===== src/rtl/cclut_lookup_sched.sv =====
// Round-robin scheduler sharing the two CCLUT ROM read ports among
// per-CFEB pattern-finder requesters; results come back tagged.
module cclut_lookup_sched #(
    parameter int MXREQ   = 7,
    parameter int MXADRB  = 11,
    parameter int MXPIDB  = 3,
    parameter int MXDATB  = 9,
    parameter int MXIDB   = 3,
    parameter int LUT_LAT = 1
) (
    input  logic                    clock,
    input  logic                    reset_n,
    input  logic                    enable,
    input  logic [MXREQ-1:0]        req_vld,
    input  logic [MXREQ*MXADRB-1:0] req_carry,
    input  logic [MXREQ*MXPIDB-1:0] req_pid,
    output logic [MXREQ-1:0]        req_ack,
    output logic [MXADRB-1:0]       lut_adr0,
    output logic [MXADRB-1:0]       lut_adr1,
    output logic [MXPIDB-1:0]       lut_pid0,
    output logic [MXPIDB-1:0]       lut_pid1,
    input  logic [MXDATB-1:0]       lut_rd0,
    input  logic [MXDATB-1:0]       lut_rd1,
    output logic                    res_vld0,
    output logic                    res_vld1,
    output logic [MXIDB-1:0]        res_id0,
    output logic [MXIDB-1:0]        res_id1,
    output logic [MXDATB-1:0]       res_data0,
    output logic [MXDATB-1:0]       res_data1,
    output logic                    busy,
    output logic [15:0]             stall_cnt
);

    localparam logic [MXIDB:0]    NREQ    = (MXIDB+1)'(MXREQ);
    localparam logic [MXPIDB-1:0] PID_MAX = MXPIDB'(4);

    logic [MXIDB-1:0]  ptr;
    logic [MXIDB-1:0]  ptr_nxt;
    logic              g0_hit;
    logic              g1_hit;
    logic [MXIDB-1:0]  g0_idx;
    logic [MXIDB-1:0]  g1_idx;
    logic [MXIDB:0]    scan;
    logic [MXADRB-1:0] sel_adr0;
    logic [MXADRB-1:0] sel_adr1;
    logic [MXPIDB-1:0] sel_pid0;
    logic [MXPIDB-1:0] sel_pid1;

    logic [1:0]                         g_hit;
    logic [1:0]                         g_blk;
    logic [1:0][MXIDB-1:0]              g_idx;
    logic [1:0][LUT_LAT:0]              pv;
    logic [1:0][LUT_LAT:0]              pb;
    logic [1:0][LUT_LAT:0][MXIDB-1:0]   pt;

    function automatic logic [MXIDB-1:0] wrap_inc(input logic [MXIDB-1:0] x);
        return ({1'b0, x} == NREQ - 1'b1) ? '0 : x + 1'b1;
    endfunction

    // Wrapped scan from ptr; the second hit never passes ptr again.
    always_comb begin
        g0_hit = 1'b0;
        g1_hit = 1'b0;
        g0_idx = '0;
        g1_idx = '0;
        scan   = '0;
        if (enable && reset_n) begin
            for (int k = 0; k < MXREQ; k++) begin
                scan = {1'b0, ptr} + (MXIDB+1)'(k);
                if (scan >= NREQ)
                    scan = scan - NREQ;
                if (req_vld[scan[MXIDB-1:0]]) begin
                    if (!g0_hit) begin
                        g0_hit = 1'b1;
                        g0_idx = scan[MXIDB-1:0];
                    end else if (!g1_hit) begin
                        g1_hit = 1'b1;
                        g1_idx = scan[MXIDB-1:0];
                    end
                end
            end
        end
    end

    always_comb begin
        req_ack  = '0;
        sel_adr0 = '0;
        sel_adr1 = '0;
        sel_pid0 = '0;
        sel_pid1 = '0;
        for (int i = 0; i < MXREQ; i++) begin
            if (g0_idx == MXIDB'(i)) begin
                sel_adr0 = req_carry[i*MXADRB +: MXADRB];
                sel_pid0 = req_pid[i*MXPIDB +: MXPIDB];
                if (g0_hit)
                    req_ack[i] = 1'b1;
            end
            if (g1_idx == MXIDB'(i)) begin
                sel_adr1 = req_carry[i*MXADRB +: MXADRB];
                sel_pid1 = req_pid[i*MXPIDB +: MXPIDB];
                if (g1_hit)
                    req_ack[i] = 1'b1;
            end
        end
    end

    always_comb begin
        ptr_nxt = ptr;
        if (g1_hit)
            ptr_nxt = wrap_inc(g1_idx);
        else if (g0_hit)
            ptr_nxt = wrap_inc(g0_idx);
    end

    always_ff @(posedge clock or negedge reset_n) begin
        if (!reset_n)
            ptr <= '0;
        else
            ptr <= ptr_nxt;
    end

    always_ff @(posedge clock or negedge reset_n) begin
        if (!reset_n) begin
            lut_adr0 <= '0;
            lut_adr1 <= '0;
            lut_pid0 <= '0;
            lut_pid1 <= '0;
        end else begin
            if (g0_hit) begin
                lut_adr0 <= sel_adr0;
                lut_pid0 <= sel_pid0;
            end
            if (g1_hit) begin
                lut_adr1 <= sel_adr1;
                lut_pid1 <= sel_pid1;
            end
        end
    end

    assign g_hit = {g1_hit, g0_hit};
    assign g_idx = {g1_idx, g0_idx};
    assign g_blk = {sel_pid1 > PID_MAX, sel_pid0 > PID_MAX};

    // Stage 0 sits alongside lut_adr; stage LUT_LAT lines up with lut_rd.
    always_ff @(posedge clock or negedge reset_n) begin
        if (!reset_n) begin
            pv <= '0;
            pb <= '0;
            pt <= '0;
        end else begin
            for (int p = 0; p < 2; p++) begin
                pv[p][0] <= g_hit[p];
                pb[p][0] <= g_blk[p];
                pt[p][0] <= g_idx[p];
                for (int s = 1; s <= LUT_LAT; s++) begin
                    pv[p][s] <= pv[p][s-1];
                    pb[p][s] <= pb[p][s-1];
                    pt[p][s] <= pt[p][s-1];
                end
            end
        end
    end

    always_ff @(posedge clock or negedge reset_n) begin
        if (!reset_n) begin
            res_vld0  <= 1'b0;
            res_vld1  <= 1'b0;
            res_id0   <= '0;
            res_id1   <= '0;
            res_data0 <= '0;
            res_data1 <= '0;
        end else begin
            res_vld0 <= pv[0][LUT_LAT];
            res_vld1 <= pv[1][LUT_LAT];
            if (pv[0][LUT_LAT]) begin
                res_id0   <= pt[0][LUT_LAT];
                res_data0 <= pb[0][LUT_LAT] ? '0 : lut_rd0;
            end
            if (pv[1][LUT_LAT]) begin
                res_id1   <= pt[1][LUT_LAT];
                res_data1 <= pb[1][LUT_LAT] ? '0 : lut_rd1;
            end
        end
    end

    assign busy = |pv;

    always_ff @(posedge clock or negedge reset_n) begin
        if (!reset_n)
            stall_cnt <= '0;
        else if (|(req_vld & ~req_ack) && stall_cnt != 16'hFFFF)
            stall_cnt <= stall_cnt + 16'd1;
    end

endmodule

===== config.mk =====
export PLATFORM = sky130hd
export DESIGN_NAME = cclut_lookup_sched
export DESIGN_NICKNAME = d
export VERILOG_FILES = /design/src/rtl/cclut_lookup_sched.sv
export SDC_FILE = /design/constraint.sdc
export NUM_CORES = 1
export LEC_CHECK = 0
export CELL_PAD_IN_SITES_DETAIL_PLACEMENT = 1
export CELL_PAD_IN_SITES_GLOBAL_PLACEMENT = 1
export CORE_ASPECT_RATIO = 0.5
export CORE_UTILIZATION = 40
export DETAILED_ROUTE_END_ITERATION = 12
export MAX_ROUTING_LAYER = met4
export PLACE_DENSITY_LB_ADDON = 0.15
export SLEW_MARGIN = 20
export SYNTH_ARGS = -nofsm -noshare
export SYNTH_HDL_FRONTEND = slang
export SYNTH_SLANG_ARGS = --single-unit

===== constraint.sdc =====
create_clock -name clock -period 11 [get_ports clock]
set_input_delay 1.1 -clock clock [delete_from_list [all_inputs] [get_ports clock]]
set_output_delay 1.1 -clock clock [all_outputs]
set_load 0.005 [all_outputs]

==> flow_summary_export.csv, run 1 <==
group,metric,value,unit
status,status,"finished, final reports clean",
layout,final_net_count,1204,
floorplan,die_y,99.80,um
synthesis,async_flop_share,100.0,%
synthesis,syn_inst,896,
floorplan,die_w,197.6,um
synthesis,syn-cell-area,0.007651,sq mm
floorplan,die_area,0.01972,sq mm
floorplan,core,0.01857,sq mm
global_route,grt_pass1_wl,48240,um
clock_network,cts_resized,0,
global_route,grt_util_all_layers,32.63,%
sta,tightest_slew,1130,ps
critical_path,critical_path_class,"flop to output port",
sta,setup_viol,0,
global_route,antenna_found_initial,1,
synthesis,synth-seq-area-share,30.42,%
synthesis,synth-seq-cells,93,
clock_network,path_clk_slew,70,ps
sta,max_freq,0.1236,GHz
sta,post-route-min-period,8093,ps
place,port-buffer-count,203,
sta,grt_setup_unrepaired,"false",
clock_network,cts_tree,"yes",
sta,hold_violations,0,
global_route,overflow,0,
clock_network,htreeDepth,3,
clock_network,post_cts_buffers,0,
sta,period_share,73.57,%
synthesis,yosys_warnings,0,
sta,fin_worst_skew,11.71,ps
sta,relSlewSlack,23.49,%
synthesis,syn_nets,1036,
critical_path,worstPathRequired,9900,ps
critical_path,worst_ep_arrival_time,6990,ps
run,drv_cap,0,
synthesis,yosysUniqueCellTypes,98,
detailed_routing,drtAntennaViolNets,0,
clock_network,clockBufferDepth,2,
synthesis,synth-xor-area-share,2.862,%
clock_network,cts-root-buf,"clkbuf_16",
place,routabilityCongestion,0.9260,
synthesis,synth_adder_area_share,2.388,%
detailed_routing,route.detailed.drc,0,
global_route,grt_max_degree,51,
clock_network,insertion_delay,350,ps
floorplan,std_cell_rows,35,
floorplan,ioPinCount,204,
critical_path,end_kind,"output port",
synthesis,synth_top_family_by_area,"compound AO/OA/AOI/OAI gates",
global_route,grt_pass1_vias,8541,
synthesis,syn_avg_cell_area,8.539,sq um
layout,fill_cells,2234,
layout,area.growth.synth_to_final,32.58,%
detailed_routing,drtIter0Drc,521,
clock_network,hold_buffers,0,
detailed_routing,wl_per_cell,23.73,um
detailed_routing,drtPass1Iterations,5,
detailed_routing,viasPerCell,6.132,
detailed_routing,wirelength,31530,um
floorplan,initial_core_util,41.21,%
place,dp_hpwl,23240,um
clock_network,cts_sinks,93,
worst_hold_path,min_path_type,"flop to flop",
layout,drive_gt1_share,9.167,%
detailed_routing,vias,8150,
synthesis,synth_edf_count,0,
sta,slew_violations,0,
synthesis,synth_compound_area_share,31.61,%
synthesis,synth_simple_gate_area_share,17.02,%
clock_network,cts_inserted_buffers,9,
synthesis,synth_ff_type,"dfrtp_1",
synthesis,synthMuxAreaShare,9.550,%
critical_path,startpoint_type,"flop",
critical_path,crit_fanout,34,
sta,setup_tns,0,ps
[state kept, by name, indices dropped and copies added (netlist names), 3 cells and up]
name,cells
res_data0,9
res_id1,3
lut_adr1,11
lut_pid1,3
lut_pid0,3
stall_cnt,16
pv,4
res_id0,3
pb,4
res_data1,9
ptr,3
pt,12
lut_adr0,11
[area by class of cell]
class | instances | area, sq um | share of cell area (%)
Inverter | 52 | 195.2 | 1.924
Multi-Input combinational cell | 692 | 4873 | 48.04
Sequential cell | 93 | 2327 | 22.94
Tap cell | 259 | 324.1 | 3.195
Antenna cell | 1 | 2.502 | 0.02467
Clock inverter | 6 | 55.05 | 0.5427
Timing Repair Buffer | 216 | 2127 | 20.97
Clock buffer | 10 | 239.0 | 2.356
[cell families (layout without fill, tap and decap cells)]
| family | after synthesis | after routing |
|---|---|---|
| compound gates | 342 | 342 |
| simple gates | 247 | 247 |
| buf+inv | 111 | 284 |
| flops | 93 | 93 |
| mux | 67 | 67 |
| xor+xnor | 22 | 22 |
| fa+ha+maj | 14 | 14 |
| other cells | 0 | 1 |
[per-layer routing]
metal  global-route usage, %  share of wire, %  up-vias
met1                   38.70                42     4103
li1                        -                 -     3703
met2                   57.31                50      278
met4                   11.63               2.8        0
met5                       -                 0        -
met3                   4.200               4.8       66
[critical path: stages, from the launching register on]
cell             delay (ps)
dfrtp_1                 550
inv_1                   420
ha_1                    310
inv_1                    70
fa_1                    570
nor3b_1                 230
o21ai_0                 250
a21o_1                  310
nand2_1                 250
nor3_1                  290
and3_1                  240
o31ai_2                 110
a211o_1                 370
nand2_1                  90
buf_4                   410
and3_1                  230
ha_1                    860
inv_1                   260
o22ai_1                 240
clkdlybuf4s50_1         550
[layout by cell type, fill, tap and decap left out, types with 4 or more instances in the layout]
cell / instances
a21oi_2: 4
nor2_1: 59
or3_1: 5
a211o_1: 4
mux2i_1: 48
a21o_1: 7
o21ai_1: 7
mux2_1: 4
a21oi_1: 81
nand4_1: 13
and2_1: 7
o31ai_1: 4
a211oi_1: 17
a31oi_1: 10
o22ai_1: 5
ha_1: 13
clkbuf_16: 9
a22oi_1: 14
mux2_2: 9
a22o_1: 15
dfrtp_1: 93
nor3_1: 12
o21a_1: 7
o221ai_1: 4
inv_1: 46
inv_2: 6
nand2b_1: 7
a221oi_1: 15
nand3_1: 16
a221o_1: 12
o211ai_1: 9
buf_4: 14
nand2_1: 62
xnor2_1: 17
nand3b_1: 19
and3_1: 12
nor3b_1: 6
clkdlybuf4s50_1: 202
o21ai_0: 69
[cells in the mapped netlist (6+ instances only)]
library cell	count	area [sq um]
buf_2	9	45.04
nand4_1	13	81.33
mux2i_1	48	480.5
a22oi_1	14	105.1
a31oi_1	10	62.56
inv_2	6	22.52
nand2b_1	7	43.79
o21a_1	7	52.55
inv_1	46	172.7
a21o_1	7	52.55
o21ai_1	7	35.03
a221o_1	12	120.1
nand2_1	63	236.5
nor3b_1	6	45.04
and2_1	7	43.79
nor2_1	60	225.2
and3_1	12	75.07
a211oi_1	17	127.6
xnor2_1	17	148.9
dfrtp_1	93	2327
mux2_2	9	101.4
ha_1	13	162.7
o21ai_0	70	350.3
nand3_1	16	80.08
nor3_1	12	60.06
clkbuf_1	36	135.1
a21oi_1	82	410.4
a22o_1	15	131.4
nand3b_1	19	142.6
o211ai_1	9	67.56
a221oi_1	15	131.4
[metrics by stage]
step / worst slack [ps] / std cells / utilization (%) / hold slack (ps) / instance area [sq um]
2_1_floorplan: 4664 / 896 / - / 331.2 / 7651
3_3_place_gp: 3463 / 1312 / 52.96 / 332.7 / 9834
3_5_place_dp: 3307 / 1312 / 53.01 / 336.3 / 9842
4_1_cts: 3004 / 1328 / 54.59 / 350.9 / 10140
5_1_grt: 2407 / 1329 / 54.63 / 359.6 / 10140
6_report: 2907 / 1329 / 54.63 / 349.1 / 10140
[path summary, 6_finish.rpt]
kind                               from       endpoint  slack [ps]  cells after the start
min in group asynchronous       reset_n    lut_pid0[1]         970                      2
max in group asynchronous       reset_n    lut_adr0[7]        8940                      3
worst min register to register    pt[0]          pt[3]         350                      0
worst min-delay path              pt[0]          pt[3]         350                      0
worst max register to register   ptr[1]  stall_cnt[14]        3180                     22
worst max-delay path             ptr[1]     req_ack[3]        2910                     19
Power of run 1 is not shown: default switching activity piles up to over one toggle a cycle in this logic, so the estimate is an artifact.
==> inputs of run 2 (changes only) <==
--- a/config.mk
+++ b/config.mk
@@ -8,7 +8,7 @@
 export CELL_PAD_IN_SITES_DETAIL_PLACEMENT = 1
 export CELL_PAD_IN_SITES_GLOBAL_PLACEMENT = 1
 export CORE_ASPECT_RATIO = 0.5
-export CORE_UTILIZATION = 40
+export CORE_UTILIZATION = 37
 export DETAILED_ROUTE_END_ITERATION = 12
 export MAX_ROUTING_LAYER = met4
 export PLACE_DENSITY_LB_ADDON = 0.15
==> constraint.sdc (replaced) <==
create_clock -name clock -period 8.1 [get_ports clock]
set_input_delay 0.81 -clock clock [delete_from_list [all_inputs] [get_ports clock]]
set_output_delay 0.81 -clock clock [all_outputs]
set_load 0.005 [all_outputs]
==> flow_summary_export.csv, run 2 (synthesis results as in run 1) <==
group,metric,value,unit
status,status,"finished, final reports clean",
sta,grt_setup_unrepaired,"false",
critical_path,end_kind,"output port",
global_route,overflow,0,
global_route,grt_pass1_wl,47820,um
critical_path,critical_path_class,"flop to output port",
clock_network,cts_resized,0,
layout,finalCoreUtilization,51.34,%
floorplan,ioPinCount,204,
detailed_routing,drtPass1Iterations,5,
sta,max_freq,0.1397,GHz
detailed_routing,drtAntennaViolNets,0,
sta,setup_viol,0,
place,dp_hpwl,23410,um
clock_network,cts_tree,"yes",
sta,hold_violations,0,
layout,final_net_count,1211,
detailed_routing,vias,8098,
clock_network,path_clk_slew,80,ps
layout,final_cell_area,0.01020,sq mm
sta,post-route-min-period,7157,ps
clock_network,clockBufferDepth,2,
detailed_routing,route.detailed.drc,0,
layout,largest_reg_flops,16,
critical_path,startpoint_type,"flop",
global_route,antenna_found_initial,1,
detailed_routing,wl_per_cell,23.15,um
sta,slew_violations,0,
layout,fill_cells,2325,
detailed_routing,viasPerCell,6.030,
sta,setup_tns,0,ps
floorplan,die_y,103.7,um
floorplan,core,0.01986,sq mm
place,placed_area,0.009896,sq mm
sta,tightest_slew,938.0,ps
clock_network,cts_inserted_buffers,9,
layout,area.growth.synth_to_final,33.29,%
layout,final_common_cell,"clkdlybuf4s50_1",
global_route,grt_util_all_layers,29.53,%
layout,regMostFlops,"stall_cnt",
worst_hold_path,min_path_type,"flop to flop",
floorplan,die_w,205.4,um
sta,fin_worst_skew,10.20,ps
place,port-buffer-count,203,
run,drv_cap,0,
floorplan,initial_core_util,38.52,%
floorplan,std_cell_rows,36,
clock_network,insertion_delay,350,ps
clock_network,cts_sinks,93,
critical_path,worst-r2r-cell-count,18,
sta,relSlewSlack,36.48,%
clock_network,htreeDepth,3,
layout,final_cell_mix,"clkdlybuf4s50_1 (202), dfrtp_1 (93), a21oi_1 (81)",
detailed_routing,drtIter0Drc,480,
critical_path,crit_fanout,31,
critical_path,worst_ep_arrival_time,6350,ps
place,routabilityCongestion,0.9151,
layout,drive_gt1_share,9.572,%
layout,reg.largest.list,"stall_cnt x16, pt x12",
clock_network,hold_buffers,0,
clock_network,cts-root-buf,"clkbuf_16",
critical_path,worstPathRequired,7290,ps
sta,hold_ws,353.3,ps
floorplan,die_area,0.02129,sq mm
worst_hold_path,min_path_cells,0,
sta,period_share,88.36,%
global_route,grt_max_degree,57,
clock_network,post_cts_buffers,0,
detailed_routing,wirelength,31090,um
global_route,grt_pass1_vias,8401,
[run 2: changes by cell type in the layout (fill, tap and decap cells not counted), sizes merged]
cell      change
inv           +1
buf           +7
clkinvlp      -1
[run 2: path summary, 6_finish.rpt]
kind | startpoint | endpoint | slack [ps]
max in group asynchronous | reset_n | res_data0[4] | 6490
min reg2reg | pt[7] | pt[10] | 350
max | ptr[1] | req_ack[5] | 940
max reg2reg | ptr[1] | stall_cnt[12] | 1490
min | pt[7] | pt[10] | 350
min in group asynchronous | reset_n | stall_cnt[8] | 440
[run 2: metrics by stage]
| stage | instances | worst slack, ps |
|---|---|---|
| after floorplan | 896 | 1764 |
| after global placement | 1326 | 1652 |
| after detailed placement | 1326 | 1430 |
| after CTS | 1342 | 1035 |
| after global routing | 1343 | 704.0 |
| final | 1343 | 942.9 |
[run 2: final cells by class]
class	count	area [sq um]	area share [%]
Antenna cell	1	2.502	0.02454
Clock buffer	10	239.0	2.343
Clock inverter	6	61.31	0.6012
Inverter	52	195.2	1.914
Multi-Input combinational cell	692	4861	47.66
Sequential cell	93	2327	22.82
Tap cell	266	332.8	3.263
Timing Repair Buffer	223	2180	21.37
[run 2: worst max-delay path: stages (launching register included)]
cell,delay [ps]
dfrtp_1,540
inv_1,420
ha_1,330
inv_1,70
fa_1,570
nor3b_1,220
o21ai_0,250
a21o_1,290
nand3_2,240
nor3_1,340
o21ai_1,160
a21oi_2,190
mux2i_1,380
a221oi_2,210
or3_1,380
buf_4,260
a21oi_1,360
o21bai_1,210
clkdlybuf4s50_1,570
[run 2: layer usage]
layer / track usage [%] / part of all wire (%)
met1: 36.84 / 43
met2: 50.70 / 51
met3: 3.115 / 4.4
met4: 7.831 / 2.0
met5: - / 0
Power of run 2 is left out for the same reason.
